**src/rtl/assoc_wb_cache_if.sv**
```systemverilog
// Bus bundle between the CPU/memory environment (master) and the cache (slave).
// Carries the CPU request port, the line-wide memory port and the perf counters.
interface assoc_wb_cache_if #(
  parameter int WORD_SIZE         = 16,
  parameter int ADDR_SIZE         = 16,
  parameter int NUM_WORD_PER_LINE = 4
);
  localparam int LINE_SIZE = WORD_SIZE * NUM_WORD_PER_LINE;

  logic                 readCache;
  logic                 writeCache;
  logic [ADDR_SIZE-1:0] address;
  logic [WORD_SIZE-1:0] cpu_wdata;
  logic [WORD_SIZE-1:0] cpu_rdata;
  logic                 stall;
  logic [ADDR_SIZE-1:0] address_to_memory;
  logic                 readM;
  logic                 writeM;
  logic [LINE_SIZE-1:0] mem_wdata;
  logic [LINE_SIZE-1:0] mem_rdata;
  logic                 mem_ready;
  logic [15:0]          hit_count;
  logic [15:0]          miss_count;

  modport master (
    output readCache, writeCache, address, cpu_wdata, mem_rdata, mem_ready,
    input  cpu_rdata, stall, address_to_memory, readM, writeM, mem_wdata,
           hit_count, miss_count
  );

  modport slave (
    input  readCache, writeCache, address, cpu_wdata, mem_rdata, mem_ready,
    output cpu_rdata, stall, address_to_memory, readM, writeM, mem_wdata,
           hit_count, miss_count
  );
endinterface

```
**src/rtl/assoc_wb_cache.sv**
```systemverilog
// N-way set-associative write-back/write-allocate cache with per-set LRU ages,
// ready-handshaked line memory port and saturating hit/miss counters.
//
// state | meaning
// IDLE  | serve hits combinationally; on a miss latch victim and leave
// WB    | writeM high, dirty victim line offered until mem_ready
// FILL  | readM high, requested line installed into victim way on mem_ready
module assoc_wb_cache #(
  parameter int WORD_SIZE         = 16,
  parameter int ADDR_SIZE         = 16,
  parameter int NUM_SET           = 4,
  parameter int NUM_WAY           = 2,
  parameter int NUM_WORD_PER_LINE = 4
) (
  input  logic             clk,
  input  logic             reset_n,
  assoc_wb_cache_if.slave  bus
);
  localparam int LINE_SIZE  = WORD_SIZE * NUM_WORD_PER_LINE;
  localparam int BO_SIZE    = $clog2(NUM_WORD_PER_LINE);
  localparam int INDEX_SIZE = $clog2(NUM_SET);
  localparam int TAG_SIZE   = ADDR_SIZE - INDEX_SIZE - BO_SIZE;
  localparam int WAY_W      = (NUM_WAY > 1) ? $clog2(NUM_WAY) : 1;

  typedef enum logic [1:0] {IDLE, WB, FILL} state_e;

  state_e                state_q;
  logic                  valid_q [NUM_SET][NUM_WAY];
  logic                  dirty_q [NUM_SET][NUM_WAY];
  logic [TAG_SIZE-1:0]   tag_q   [NUM_SET][NUM_WAY];
  logic [LINE_SIZE-1:0]  data_q  [NUM_SET][NUM_WAY];
  logic [WAY_W-1:0]      age_q   [NUM_SET][NUM_WAY];
  logic [WAY_W-1:0]      age_d   [NUM_WAY];

  logic [TAG_SIZE-1:0]   miss_tag_q;
  logic [INDEX_SIZE-1:0] miss_idx_q;
  logic [WAY_W-1:0]      victim_q;
  logic                  suppress_q;
  logic                  readM_q, writeM_q;
  logic [ADDR_SIZE-1:0]  addr_mem_q;
  logic [LINE_SIZE-1:0]  mem_wdata_q;
  logic [15:0]           hit_count_q, miss_count_q;

  logic [TAG_SIZE-1:0]   tag;
  logic [INDEX_SIZE-1:0] idx;
  logic [BO_SIZE-1:0]    bo;
  logic                  request, hit;
  logic [WAY_W-1:0]      hit_way, victim;
  logic [LINE_SIZE-1:0]  hit_line;

  assign {tag, idx, bo} = bus.address;
  assign request        = bus.readCache | bus.writeCache;

  always_comb begin
    hit     = 1'b0;
    hit_way = '0;
    for (int w = 0; w < NUM_WAY; w++) begin
      if (valid_q[idx][w] && tag_q[idx][w] == tag) begin
        hit     = 1'b1;
        hit_way = WAY_W'(w);
      end
    end
  end

  // Oldest way by default; the lowest-index invalid way takes priority.
  always_comb begin
    victim = '0;
    for (int w = 0; w < NUM_WAY; w++)
      if (age_q[idx][w] == WAY_W'(NUM_WAY - 1)) victim = WAY_W'(w);
    for (int w = NUM_WAY - 1; w >= 0; w--)
      if (!valid_q[idx][w]) victim = WAY_W'(w);
  end

  always_comb begin
    for (int v = 0; v < NUM_WAY; v++) begin
      age_d[v] = age_q[idx][v];
      if (age_q[idx][v] < age_q[idx][hit_way]) age_d[v] = age_q[idx][v] + 1'b1;
    end
    age_d[hit_way] = '0;
  end

  assign hit_line              = data_q[idx][hit_way];
  assign bus.stall             = (state_q != IDLE) | (request & ~hit);
  assign bus.cpu_rdata         = (state_q == IDLE && bus.readCache && hit)
                                 ? hit_line[int'(bo)*WORD_SIZE +: WORD_SIZE] : '0;
  assign bus.readM             = readM_q;
  assign bus.writeM            = writeM_q;
  assign bus.address_to_memory = addr_mem_q;
  assign bus.mem_wdata         = mem_wdata_q;
  assign bus.hit_count         = hit_count_q;
  assign bus.miss_count        = miss_count_q;

  always_ff @(posedge clk) begin
    if (!reset_n) begin
      state_q      <= IDLE;
      miss_tag_q   <= '0;
      miss_idx_q   <= '0;
      victim_q     <= '0;
      suppress_q   <= 1'b0;
      readM_q      <= 1'b0;
      writeM_q     <= 1'b0;
      addr_mem_q   <= '0;
      mem_wdata_q  <= '0;
      hit_count_q  <= '0;
      miss_count_q <= '0;
      for (int s = 0; s < NUM_SET; s++) begin
        for (int w = 0; w < NUM_WAY; w++) begin
          valid_q[s][w] <= 1'b0;
          dirty_q[s][w] <= 1'b0;
          tag_q[s][w]   <= '0;
          data_q[s][w]  <= '0;
          age_q[s][w]   <= WAY_W'(w);
        end
      end
    end else begin
      case (state_q)
        IDLE: begin
          if (request && hit) begin
            age_q[idx] <= age_d;
            if (bus.writeCache) begin
              data_q[idx][hit_way][int'(bo)*WORD_SIZE +: WORD_SIZE] <= bus.cpu_wdata;
              dirty_q[idx][hit_way] <= 1'b1;
            end
            // The hit that completes a miss was already counted as a miss.
            if (suppress_q)
              suppress_q <= 1'b0;
            else if (hit_count_q != 16'hFFFF)
              hit_count_q <= hit_count_q + 16'd1;
          end else if (request) begin
            if (miss_count_q != 16'hFFFF) miss_count_q <= miss_count_q + 16'd1;
            suppress_q <= 1'b1;
            miss_tag_q <= tag;
            miss_idx_q <= idx;
            victim_q   <= victim;
            if (valid_q[idx][victim] && dirty_q[idx][victim]) begin
              state_q     <= WB;
              writeM_q    <= 1'b1;
              addr_mem_q  <= {tag_q[idx][victim], idx, {BO_SIZE{1'b0}}};
              mem_wdata_q <= data_q[idx][victim];
            end else begin
              state_q    <= FILL;
              readM_q    <= 1'b1;
              addr_mem_q <= {tag, idx, {BO_SIZE{1'b0}}};
            end
          end
        end
        WB: begin
          if (bus.mem_ready) begin
            dirty_q[miss_idx_q][victim_q] <= 1'b0;
            writeM_q    <= 1'b0;
            mem_wdata_q <= '0;
            readM_q     <= 1'b1;
            addr_mem_q  <= {miss_tag_q, miss_idx_q, {BO_SIZE{1'b0}}};
            state_q     <= FILL;
          end
        end
        FILL: begin
          if (bus.mem_ready) begin
            data_q[miss_idx_q][victim_q]  <= bus.mem_rdata;
            tag_q[miss_idx_q][victim_q]   <= miss_tag_q;
            valid_q[miss_idx_q][victim_q] <= 1'b1;
            dirty_q[miss_idx_q][victim_q] <= 1'b0;
            readM_q <= 1'b0;
            state_q <= IDLE;
          end
        end
        default: state_q <= IDLE;
      endcase
    end
  end
endmodule

```
**src/flat_wrapper.sv**
```systemverilog
// flat-port wrapper written by rule: the top's interface ports become plain ports
module assoc_wb_cache_flat 
#(
  parameter int WORD_SIZE         = 16,
  parameter int ADDR_SIZE         = 16,
  parameter int NUM_SET           = 4,
  parameter int NUM_WAY           = 2,
  parameter int NUM_WORD_PER_LINE = 4
)
  (clk, reset_n, bus_readCache, bus_writeCache, bus_address, bus_cpu_wdata, bus_mem_rdata, bus_mem_ready, bus_cpu_rdata, bus_stall, bus_address_to_memory, bus_readM, bus_writeM, bus_mem_wdata, bus_hit_count, bus_miss_count);
  assoc_wb_cache_if #(.WORD_SIZE(WORD_SIZE), .ADDR_SIZE(ADDR_SIZE), .NUM_WORD_PER_LINE(NUM_WORD_PER_LINE)) bus_i ();
  input  logic clk;
  input  logic reset_n;
  input wire logic [$bits(bus_i.readCache)-1:0] bus_readCache;
  input wire logic [$bits(bus_i.writeCache)-1:0] bus_writeCache;
  input wire logic [$bits(bus_i.address)-1:0] bus_address;
  input wire logic [$bits(bus_i.cpu_wdata)-1:0] bus_cpu_wdata;
  input wire logic [$bits(bus_i.mem_rdata)-1:0] bus_mem_rdata;
  input wire logic [$bits(bus_i.mem_ready)-1:0] bus_mem_ready;
  output wire logic [$bits(bus_i.cpu_rdata)-1:0] bus_cpu_rdata;
  output wire logic [$bits(bus_i.stall)-1:0] bus_stall;
  output wire logic [$bits(bus_i.address_to_memory)-1:0] bus_address_to_memory;
  output wire logic [$bits(bus_i.readM)-1:0] bus_readM;
  output wire logic [$bits(bus_i.writeM)-1:0] bus_writeM;
  output wire logic [$bits(bus_i.mem_wdata)-1:0] bus_mem_wdata;
  output wire logic [$bits(bus_i.hit_count)-1:0] bus_hit_count;
  output wire logic [$bits(bus_i.miss_count)-1:0] bus_miss_count;
  assign bus_i.readCache = bus_readCache;
  assign bus_i.writeCache = bus_writeCache;
  assign bus_i.address = bus_address;
  assign bus_i.cpu_wdata = bus_cpu_wdata;
  assign bus_i.mem_rdata = bus_mem_rdata;
  assign bus_i.mem_ready = bus_mem_ready;
  assign bus_cpu_rdata = bus_i.cpu_rdata;
  assign bus_stall = bus_i.stall;
  assign bus_address_to_memory = bus_i.address_to_memory;
  assign bus_readM = bus_i.readM;
  assign bus_writeM = bus_i.writeM;
  assign bus_mem_wdata = bus_i.mem_wdata;
  assign bus_hit_count = bus_i.hit_count;
  assign bus_miss_count = bus_i.miss_count;
  assoc_wb_cache #(.WORD_SIZE(WORD_SIZE), .ADDR_SIZE(ADDR_SIZE), .NUM_SET(NUM_SET), .NUM_WAY(NUM_WAY), .NUM_WORD_PER_LINE(NUM_WORD_PER_LINE)) u_core (.clk(clk), .reset_n(reset_n), .bus(bus_i));
endmodule
```
**config.mk**
```make
export PLATFORM = sky130hd
export DESIGN_NAME = assoc_wb_cache_flat
export DESIGN_NICKNAME = d
export VERILOG_FILES = /design/src/rtl/assoc_wb_cache_if.sv /design/src/rtl/assoc_wb_cache.sv /design/src/flat_wrapper.sv
export SDC_FILE = /design/constraint.sdc
export NUM_CORES = 1
export LEC_CHECK = 0
export CAP_MARGIN = 20
export CELL_PAD_IN_SITES_DETAIL_PLACEMENT = 0
export CELL_PAD_IN_SITES_GLOBAL_PLACEMENT = 1
export CORE_MARGIN = 3
export CORE_UTILIZATION = 49
export CTS_CLUSTER_DIAMETER = 100
export DETAILED_ROUTE_END_ITERATION = 8
export PLACE_DENSITY = 0.89
export SYNTH_ARGS = -nofsm -noshare
export SYNTH_HDL_FRONTEND = slang
export SYNTH_SLANG_ARGS = --single-unit
```
**constraint.sdc**
```tcl
create_clock -name clk -period 7.52 [get_ports clk]
set_input_delay 2.256 -clock clk [delete_from_list [all_inputs] [get_ports clk]]
set_output_delay 2.256 -clock clk [all_outputs]
set_load 0.01 [all_outputs]
```
==> out/results.tsv, run 1 <==
metric	value	unit
initial core utilization	49.66	%
GRT Util Overall	28.84	%
Power per Cell Area	223.6	nW/um2
share of layout cells above drive strength 1	20.36	%
CP max FO	13	
Tcrit/Tclk final	100.5	%
CORE AREA	70270	um2
RSZ-0062 raised after global routing	true	
final hold viol count	0	
# hold bufs at CTS	0	
DIE AREA	74460	um2
Setup Skew	46.47	ps
Async S/R FF share, synth	0	%
grt met3 use	7.603	%
Ports	232	
vias in the first global route	24871	
Post-synth EDFFs	621	
GR peak layer	met2	
status	complete, but fails checks	
Die W	272.9	um
clk_lat worst skew	650	ps
WL/cell	27.12	um
critical path type	in -> out	
violated checks	setup timing	
#FFs+latches synth	762	
pin count of the biggest net entering global routing	114	
clock-pin slew on the worst setup and hold paths	60	ps
clk sink count	762	
HP Class	reg -> reg	
routed vias/inst	6.250	
global routing usage on met2	45.14	%
Synth area leader	edfxtp_1	
worst slack, placed	-792.5	ps
root buf cell	clkbuf_16	
Max Freq	132.3	MHz
Max Cap Violations	0	
Seq/Total Area, Yosys	61.52	%
Pins Over Slew Limit	0	
Remaining DRCs	0	
routed wire length	109400	um
Routed Antenna Nets	0	
synthesized area per cell	12.97	um2
Setup crit end kind	output pin	
area of the multi-input gates	13110	um2
gp weighted congestion	0.9164	
grt ovf	0	
CTS Buffer Depth	3	
CP arrival	5300	ps
Final HPWL DP	71190	um
Iteration-0 DRC Markers	3438	
Startpoint Class	primary input	
Leak	0.01533	uW
Syn. warnings	0	
mapped cell area	34900	um2
critical path cell sequence	buf_16 > mux4_2 > xnor2_2 > nand2_2 > a2111oi_4 > nand4_1 > buf_6 > buf_16 > buf_12 > mux2_2 > nor3_1 > a2111oi_4 > buf_4 > buf_4	
CP required	5260	ps
CTS tree	yes	
P&R area growth vs syn	22.04	%
FILL cells	5278	
Slowest-stage cell, CP	mux4_2	
Cell Rows	97	
via count	25213	
ys flop type	edfxtp_1	
CTS Buf Count	80	
DRT Pass-1 Iters	6	
count of different cell masters after synthesis	65	
first-pass GRT wire length	158900	um
Synth top area share	53.43	%
global routing met1 resource utilization	37.57	%
fin crit period	7558	ps
CP max stage delay	540	ps
Port Buffers	229	
Reg area	21470	um2
Final setup viols	7	
largest cells by area after synthesis	edfxtp_1, mux4_2, dfxtp_1	
# H-tree levels	3	
die height	272.9	um
peak supply drop	0.2114	mV
initial antenna violation count	5	
worst slew pin tran	1098	ps
synthesized instance count	2691	
Slew headroom	26.76	%
Power, Total	9521	uW
final setup margin	-38.24	ps
Final nets	3133	
## synthesized netlist by cell type, types with 5 or more instances
cell / number
and3_1: 8
dfxtp_1: 141
buf_2: 54
a211oi_1: 23
xor2_1: 5
o21ai_2: 20
nand2b_1: 17
nor2b_1: 19
nand4_1: 15
nor3_1: 31
mux2i_1: 136
a22oi_1: 65
a2111oi_0: 8
a2111oi_1: 7
mux2_2: 36
ha_1: 10
buf_4: 10
nand2_1: 177
inv_1: 24
a21oi_1: 40
or3_1: 24
nor2_1: 585
nor4_1: 9
o311ai_0: 5
o21ai_1: 13
and2_1: 99
nand3_1: 23
edfxtp_1: 621
mux4_2: 161
clkbuf_1: 108
xnor2_1: 27
a21o_1: 8
o21ai_0: 95
## power breakdown
group | switching, uW | total [uW] | internal, uW
registers | 66.4 | 4760 | 4690
logic | 592 | 967 | 375
clock network | 1710 | 3790 | 2090
## final cells by class
cell class / instances / area share (%)
clock inverters: 33 / 0.6874
well taps: 940 / 2.762
multi-input cells: 1724 / 30.79
repair buffers: 428 / 9.886
diodes: 4 / 0.02350
clock buffers: 117 / 5.215
flip-flops and latches: 762 / 50.41
inverters: 26 / 0.2291
## through the flow
stage | area, um2 | util, % | std cells | hold WS, ps | setup TNS [ps]
after floorplan | 34900 | - | 2692 | 421.0 | 0
after global placement | 39020 | 55.53 | 3852 | 427.7 | -8897
after detailed placement | 39030 | 55.54 | 3853 | 436.1 | -8995
after CTS | 42140 | 59.96 | 4004 | 450.2 | 0
after global routing | 42580 | 60.60 | 4031 | 472.2 | -1193
final | 42590 | 60.61 | 4034 | 453.0 | -179.4
## kinds of logic (layout without fill, tap and decap cells)
group / count (synthesis) / count (layout) / synth area share, %
other: 1 / 6 / 0.01075
XOR/XNOR: 32 / 32 / 0.8031
multiplexers: 333 / 333 / 15.45
AND/OR/NAND/NOR: 1024 / 1024 / 12.94
adder cells (fa/ha/maj): 10 / 10 / 0.3585
AO/OA/AOI/OAI: 323 / 323 / 6.307
flip-flops: 762 / 762 / 61.52
buffers and inverters: 206 / 604 / 2.603
## worst max-delay path: cells and delay by family
kind,cells,cell delay [ps]
mux,2,800
buf+inv,6,960
simple gates,3,560
xor+xnor,1,230
compound gates,2,460
## layer usage
layer | wire, um | part of all wire [%]
met2 | 51030 | 47
met4 | 5807 | 5.3
met1 | 39590 | 36
met3 | 12950 | 12
met5 | 0 | 0
## cell usage in the layout (no fill, tap or decap), types with 16 or more instances in the layout
master / synthesis / final
clkbuf_1: 108 / 29
clkbuf_16: 0 / 86
nand2b_1: 17 / 17
buf_4: 10 / 167
nor2_1: 585 / 583
and2_1: 99 / 99
mux2i_1: 136 / 134
xnor2_1: 27 / 17
a211oi_1: 23 / 18
nand2_1: 177 / 175
nand3_1: 23 / 23
dfxtp_1: 141 / 141
o21ai_0: 95 / 94
a21oi_1: 40 / 39
inv_1: 24 / 24
nor3_1: 31 / 19
edfxtp_1: 621 / 621
mux2_2: 36 / 21
clkdlybuf4s50_1: 0 / 208
mux4_2: 161 / 161
o21ai_2: 20 / 20
a2111oi_4: 0 / 16
a22oi_1: 65 / 65
or3_1: 24 / 24
## sequential cells by signal, summed over array words and instances, names as in the netlist
register	count
u_core.age_q	8
u_core.bus.address_to_memory	14
u_core.bus.writeM	1
u_core.dirty_q	8
u_core.tag_q	96
u_core.state_q	2
u_core.bus.hit_count	16
u_core.bus.miss_count	16
u_core.miss_idx_q	2
u_core.suppress_q	1
u_core.victim_q	1
u_core.valid_q	8
u_core.bus.mem_wdata	64
u_core.bus.readM	1
u_core.data_q	512
u_core.miss_tag_q	12
## timing repair
action	in CTS	in global routing
setup buffers	4	17
pin swaps	18	19
cloned	5	6
setup endpoints to repair	16	15
resized for setup	124	58
hold endpoints to repair	0	0
## final timing paths
kind / start / end / slack [ps] / depth (start not counted)
worst max-delay path: bus_address[2] / bus_cpu_rdata[13] / -40 / 14
worst min-delay path: u_core.bus.mem_wdata[60] / u_core.bus.mem_wdata[60] / 450 / 2
worst max register to register: u_core.tag_q[0][5] / u_core.data_q[1][77] / 2620 / 13
worst min register to register: u_core.bus.mem_wdata[60] / u_core.bus.mem_wdata[60] / 450 / 2
Power figures use the tool's default switching activity.
==> inputs of run 2 (changes only) <==
Settings changed: GPL_ROUTABILITY_DRIVEN from default to 0.
==> run 2 against run 1 <==
The run still ends with setup timing left. Clock-buffer cell count down 12. Cell area down 0.69%. Worst hold slack worse by 4.7 ps. Clock skew down 2.3 ps. Wire length up 0.21%. Core utilization down 0.42 points. Final cell count down 0.50%. Critical path type unchanged.
==> out/results.tsv, run 2 (synthesis gave the netlist of run 1 again) <==
metric	value	unit	change
status	complete, but fails checks		unchanged
violated checks	setup timing		unchanged
DRT Pass-1 Iters	5		was 6
CTS Buffer Depth	3		unchanged
final hold viol count	0		unchanged
Slew headroom	22.23	%	was 26.76%
final setup margin	-3.803	ps	was -38.24 ps
Cell Rows	97		unchanged
Port Buffers	229		unchanged
first-pass GRT wire length	160200	um	was 158900 um
CP arrival	5270	ps	was 5300 ps
fin crit period	7524	ps	was 7558 ps
Final setup viols	1		was 7
Biggest register	u_core.data_q		unchanged
root buf cell	clkbuf_16		unchanged
Leak	0.01517	uW	was 0.01533 uW
worst slew pin tran	1166	ps	was 1098 ps
clk sink count	762		unchanged
placed insts	3841		was 3853
FILL cells	5239		was 5278
Reg area	21470	um2	unchanged
clk_lat worst skew	650	ps	about the same
vias in the first global route	24975		was 24871
Final HPWL DP	71730	um	was 71190 um
# H-tree levels	3		unchanged
Pins Over Slew Limit	0		unchanged
CP max FO	6		was 13
Startpoint Class	primary input		unchanged
routed wire length	109600	um	was 109400 um
critical path type	in -> out		unchanged
DIE AREA	74460	um2	unchanged
most frequent cells in the layout	edfxtp_1, nor2_1, clkdlybuf4s50_1, nand2_1, mux4_2		was edfxtp_1, nor2_1, clkdlybuf4s50_1, nand2_1, buf_4
Layout Cells excl Fill	4014		was 4034
Max Cap Violations	0		unchanged
WL/cell	27.31	um	was 27.12 um
Power, Total	9697	uW	was 9521 uW
Setup Skew	44.20	ps	was 46.47 ps
final instance area	42300	um2	was 42590 um2
Ports	232		unchanged
peak supply drop	0.1845	mV	was 0.2114 mV
grt ovf	0		unchanged
Remaining DRCs	0		unchanged
Routed Antenna Nets	0		unchanged
Tcrit/Tclk final	100.1	%	was 100.5%
CTS Buf Count	80		unchanged
CP required	5260	ps	about the same
initial antenna violation count	5		unchanged
RSZ-0062 raised after global routing	true		unchanged
placed cell areas	38930	um2	was 39030 um2
worst slack, placed	-932.2	ps	was -792.5 ps
CTS tree	yes		unchanged
Max Freq	132.9	MHz	was 132.3 MHz
area of the multi-input gates	13020	um2	was 13110 um2
commonest non-fill, non-tap cell in the layout	edfxtp_1		unchanged
HP Class	reg -> reg		unchanged
Die W	272.9	um	unchanged
routed vias/inst	6.309		was 6.250
clock-pin slew on the worst setup and hold paths	60	ps	about the same
Power per Cell Area	229.3	nW/um2	was 223.6 nW/um2
GRT Util Overall	29.17	%	was 28.84%
die height	272.9	um	unchanged
max FFs per register	512		unchanged
Iteration-0 DRC Markers	3409		was 3438
pin count of the biggest net entering global routing	94		was 114
share of layout cells above drive strength 1	19.65	%	was 20.36%
P&R area growth vs syn	21.20	%	was 22.04%
initial core utilization	49.66	%	unchanged
via count	25325		was 25213
Final nets	3115		was 3133
CORE AREA	70270	um2	unchanged
Setup crit end kind	output pin		unchanged
-- run 2: cell types whose count changed in the layout (fill, tap and decap cells not counted), sizes merged --
cell / delta
clkdlybuf4s50: -1
bufinv: +7
dlymetal6s2s: -1
clkbuf: -12
dlygate4sd2: +2
diode: +1
buf: -18
clkinvlp: +2
-- run 2: layer usage --
metal | part of all wire (%) | vias up | track usage, %
li1 | - | 10601 | -
met4 | 5.7 | 4 | 14.29
met3 | 13 | 340 | 6.910
met5 | 0.023 | - | 0
met1 | 34 | 12607 | 37.44
met2 | 47 | 1773 | 46.83
-- run 2: where the power goes --
group / switching, uW / internal [uW]
Combinational: 597 / 371
Clock: 1670 / 2300
Sequential: 66.3 / 4690
Total: 2330 / 7360
-- run 2: final timing paths --
path | startpoint | to | slack (ps) | depth (start not counted)
setup / recovery | bus_address[2] | bus_cpu_rdata[7] | -4 | 15
hold / removal | u_core.bus.mem_wdata[3] | u_core.bus.mem_wdata[3] | 450 | 2
setup reg to reg | u_core.tag_q[2][1] | u_core.data_q[1][103] | 2780 | 11
hold reg to reg | u_core.bus.mem_wdata[3] | u_core.bus.mem_wdata[3] | 450 | 2
-- run 2: critical path, stage by stage --
cell and delay [ps]:
buf_16 110, buf_8 110, mux4_2 550, xnor2_2 230, nand4_1 120, nor2_1 140
nand4_1 120, buf_6 190, buf_12 160, buf_12 150, mux2i_2 160, mux2_4 310
a2111oi_4 360, buf_4 180, buf_6 90
-- run 2: cell type report --
| class | instances | share of cell area (%) |
|---|---|---|
| tap | 940 | 2.781 |
| multi-input combinational | 1724 | 30.78 |
| clock buffer | 105 | 5.147 |
| antenna | 5 | 0.02958 |
| inverter | 26 | 0.2307 |
| sequential | 762 | 50.76 |
| timing repair buffer | 410 | 9.185 |
| clock inverter | 42 | 1.083 |
-- run 2: what timing repair did --
item	CTS	global route
endpoints found under the hold margin	0	0
buffers inserted	10	11
gates resized for setup	106	42
cloned	3	2
pin swaps	12	14
hold buffers	0	0
setup endpoints to repair	16	16
-- run 2: metrics by stage --
stage	setup TNS, ps	hold WS (ps)	utilization [%]
floorplan	0	421.0	-
CTS	0	453.1	59.91
detailed placement	-8898	441.5	55.40
finish	-3.803	448.2	60.19
global route	-245.4	464.1	60.17
global placement	-8988	427.9	55.40
==> edit: new RTL, settings of run 1 <==
`NUM_WAY` is set to 2 in 2 places; all go to 1.
--- a/src/rtl/assoc_wb_cache.sv
+++ b/src/rtl/assoc_wb_cache.sv
@@ -10,5 +10,5 @@
   parameter int ADDR_SIZE         = 16,
   parameter int NUM_SET           = 4,
-  parameter int NUM_WAY           = 2,
+  parameter int NUM_WAY           = 1,
   parameter int NUM_WORD_PER_LINE = 4
 ) (
--- a/src/flat_wrapper.sv
+++ b/src/flat_wrapper.sv
@@ -5,5 +5,5 @@
   parameter int ADDR_SIZE         = 16,
   parameter int NUM_SET           = 4,
-  parameter int NUM_WAY           = 2,
+  parameter int NUM_WAY           = 1,
   parameter int NUM_WORD_PER_LINE = 4
 )
Function: not settled (the Yosys comparison gave no result); the edit may change what the design does.
==> edit against run 1 <==
  * Synthesized area down 43%
  * Clock power down 42%
  * Largest power group unchanged
  * Total power is 42% lower
  * Highest routed layer is now met5
  * Setup slack gained 240 ps
  * Sequential cell count fell by 321
  * Final area is 43% lower
  * Non-clock buffer count shrank 146
  * Wire length down 42%
==> edit: results (changes against run 1) <==
metric,value,unit,change
post_cts_buffers,0,,was 4
r2r_slack,3580,ps,was 2620 ps
vias,14490,,was 25.21k
endpoint,bus_cpu_rdata[2],,was bus_cpu_rdata[13]
reg2reg_depth,8,,was 13
arrival,5060,ps,was 5300 ps
cts_max_level,2,,was 3
yosys.area_share.xor_xnor,1.304,%,was 0.8031%
drt-met1-wl,22.44,mm,was 39.59 mm
grt.met2_usage,45.81,%,was 45.14%
synth_ff_type,edfxtp_1,,unchanged
grt_pass1_wl,92.58,mm,was 158.9 mm
clkTransAtPathRegs,60,ps,about the same
busiest_layer,met2,,unchanged
grt_max_degree,76,,was 114
min_to,u_core.valid_q[2],,was u_core.bus.mem_wdata[60]
min_path_type,flop to flop,,unchanged
synth_enable_flop_cells,306,,was 621
numCtsBuffers,46,,was 80
seq_area_frac_synth,59.88,%,was 61.52%
p_sw_share,24.24,%,was 24.83%
drt_iter0_drc,1733,,was 3438
fin_skew,24.11,ps,was 46.47 ps
min_path_cells,1,,was 2
seq_cell_power,0.00274,W,was 0.00476 W
drive_above_1_share,13.92,%,was 20.36%
top_register,u_core.data_q,,unchanged
whs,454.8,ps,was 453.0 ps
path_max_fanout,16,,was 13
synthAdderAreaFrac,0.5671,%,was 0.3585%
r2r_end,u_core.data_q[0][33],,was u_core.data_q[1][77]
peakVddDrop,0.0001583,V,was 0.0002114 V
min_from,u_core.valid_q[2],,was u_core.bus.mem_wdata[60]
fin_nets,1899,,was 3133
slew_headroom,22.19,%,was 26.76%
hpwlAfterDp,41.74,mm,was 71.19 mm
grt_use_total,28.72,%,was 28.84%
antenna_found_initial,2,,was 5
cpMaxStageDelayCell,mux4_2,,unchanged
ys_top_cells_by_count,"edfxtp_1 (306), nor2_1 (231), dfxtp_1 (135)",,"was edfxtp_1 (621), nor2_1 (585), nand2_1 (177)"
wl,62.94,mm,was 109.4 mm
antenna_cells,0,,was 4
worstReg2RegStart,u_core.tag_q[3][1],,was u_core.tag_q[0][5]
synth-compound-area-share,9.224,%,was 6.306%
largest_reg_flops,256,,was 512
ctsResizeCount,0,,was 124
critPathMaxStageDelay,580,ps,was 540 ps
wl_met3,8.211,mm,was 12.95 mm
route.met2.wl,29.07,mm,was 51.03 mm
critPathTopFamily,buffers and inverters,,unchanged
met1_usage,37.40,%,was 37.57%
synth.area.mux_share,11.97,%,was 15.45%
globalplace.congestion,0.9001,,was 0.9164
highest_layer,met5,,was met4
total_leakage_power,9.143,nW,was 15.33 nW
clk_latency,590,ps,was 650 ps
synthTopCellsByArea,"edfxtp_1 (46%), dfxtp_1 (14%), mux4_2 (11%)",,"was edfxtp_1 (53%), mux4_2 (10%), dfxtp_1 (8.1%)"
ys_types,57,,was 65
outcome,finished clean,,"was finished, violations left"
grtUsageMet3,7.360,%,was 7.603%
## edit: cell count changes in the layout (fill, tap and decap cells not counted), moves of 65 or more
cell      change
mux2i_1     -108
mux4_2       -67
nand2_1      -84
a22o_1       +65
buf_4       -117
edfxtp_1    -315
nor2_1      -354
## edit: area by class of cell
type / instances / area (sq um)
tap: 525 / 656.9
multi-input combinational: 939 / 7252
clock buffer: 54 / 1191
clock inverter: 30 / 242.7
sequential: 441 / 11890
inverter: 79 / 296.5
timing repair buffer: 282 / 2741
fill: 3005 / 15640
## edit: metrics by stage
step,power (W),setup WS (ps),cells,util (%),area [sq um]
6_report,0.005498,199.2,2350,60.81,24270
5_1_grt,0.005634,29.49,2350,60.81,24270
4_1_cts,0.005504,141.6,2350,60.77,24260
3_5_place_dp,0.003341,137.2,2266,57.18,22820
3_3_place_gp,0.003327,235.4,2265,57.15,22810
2_1_floorplan,0.003093,616.4,1558,-,19860
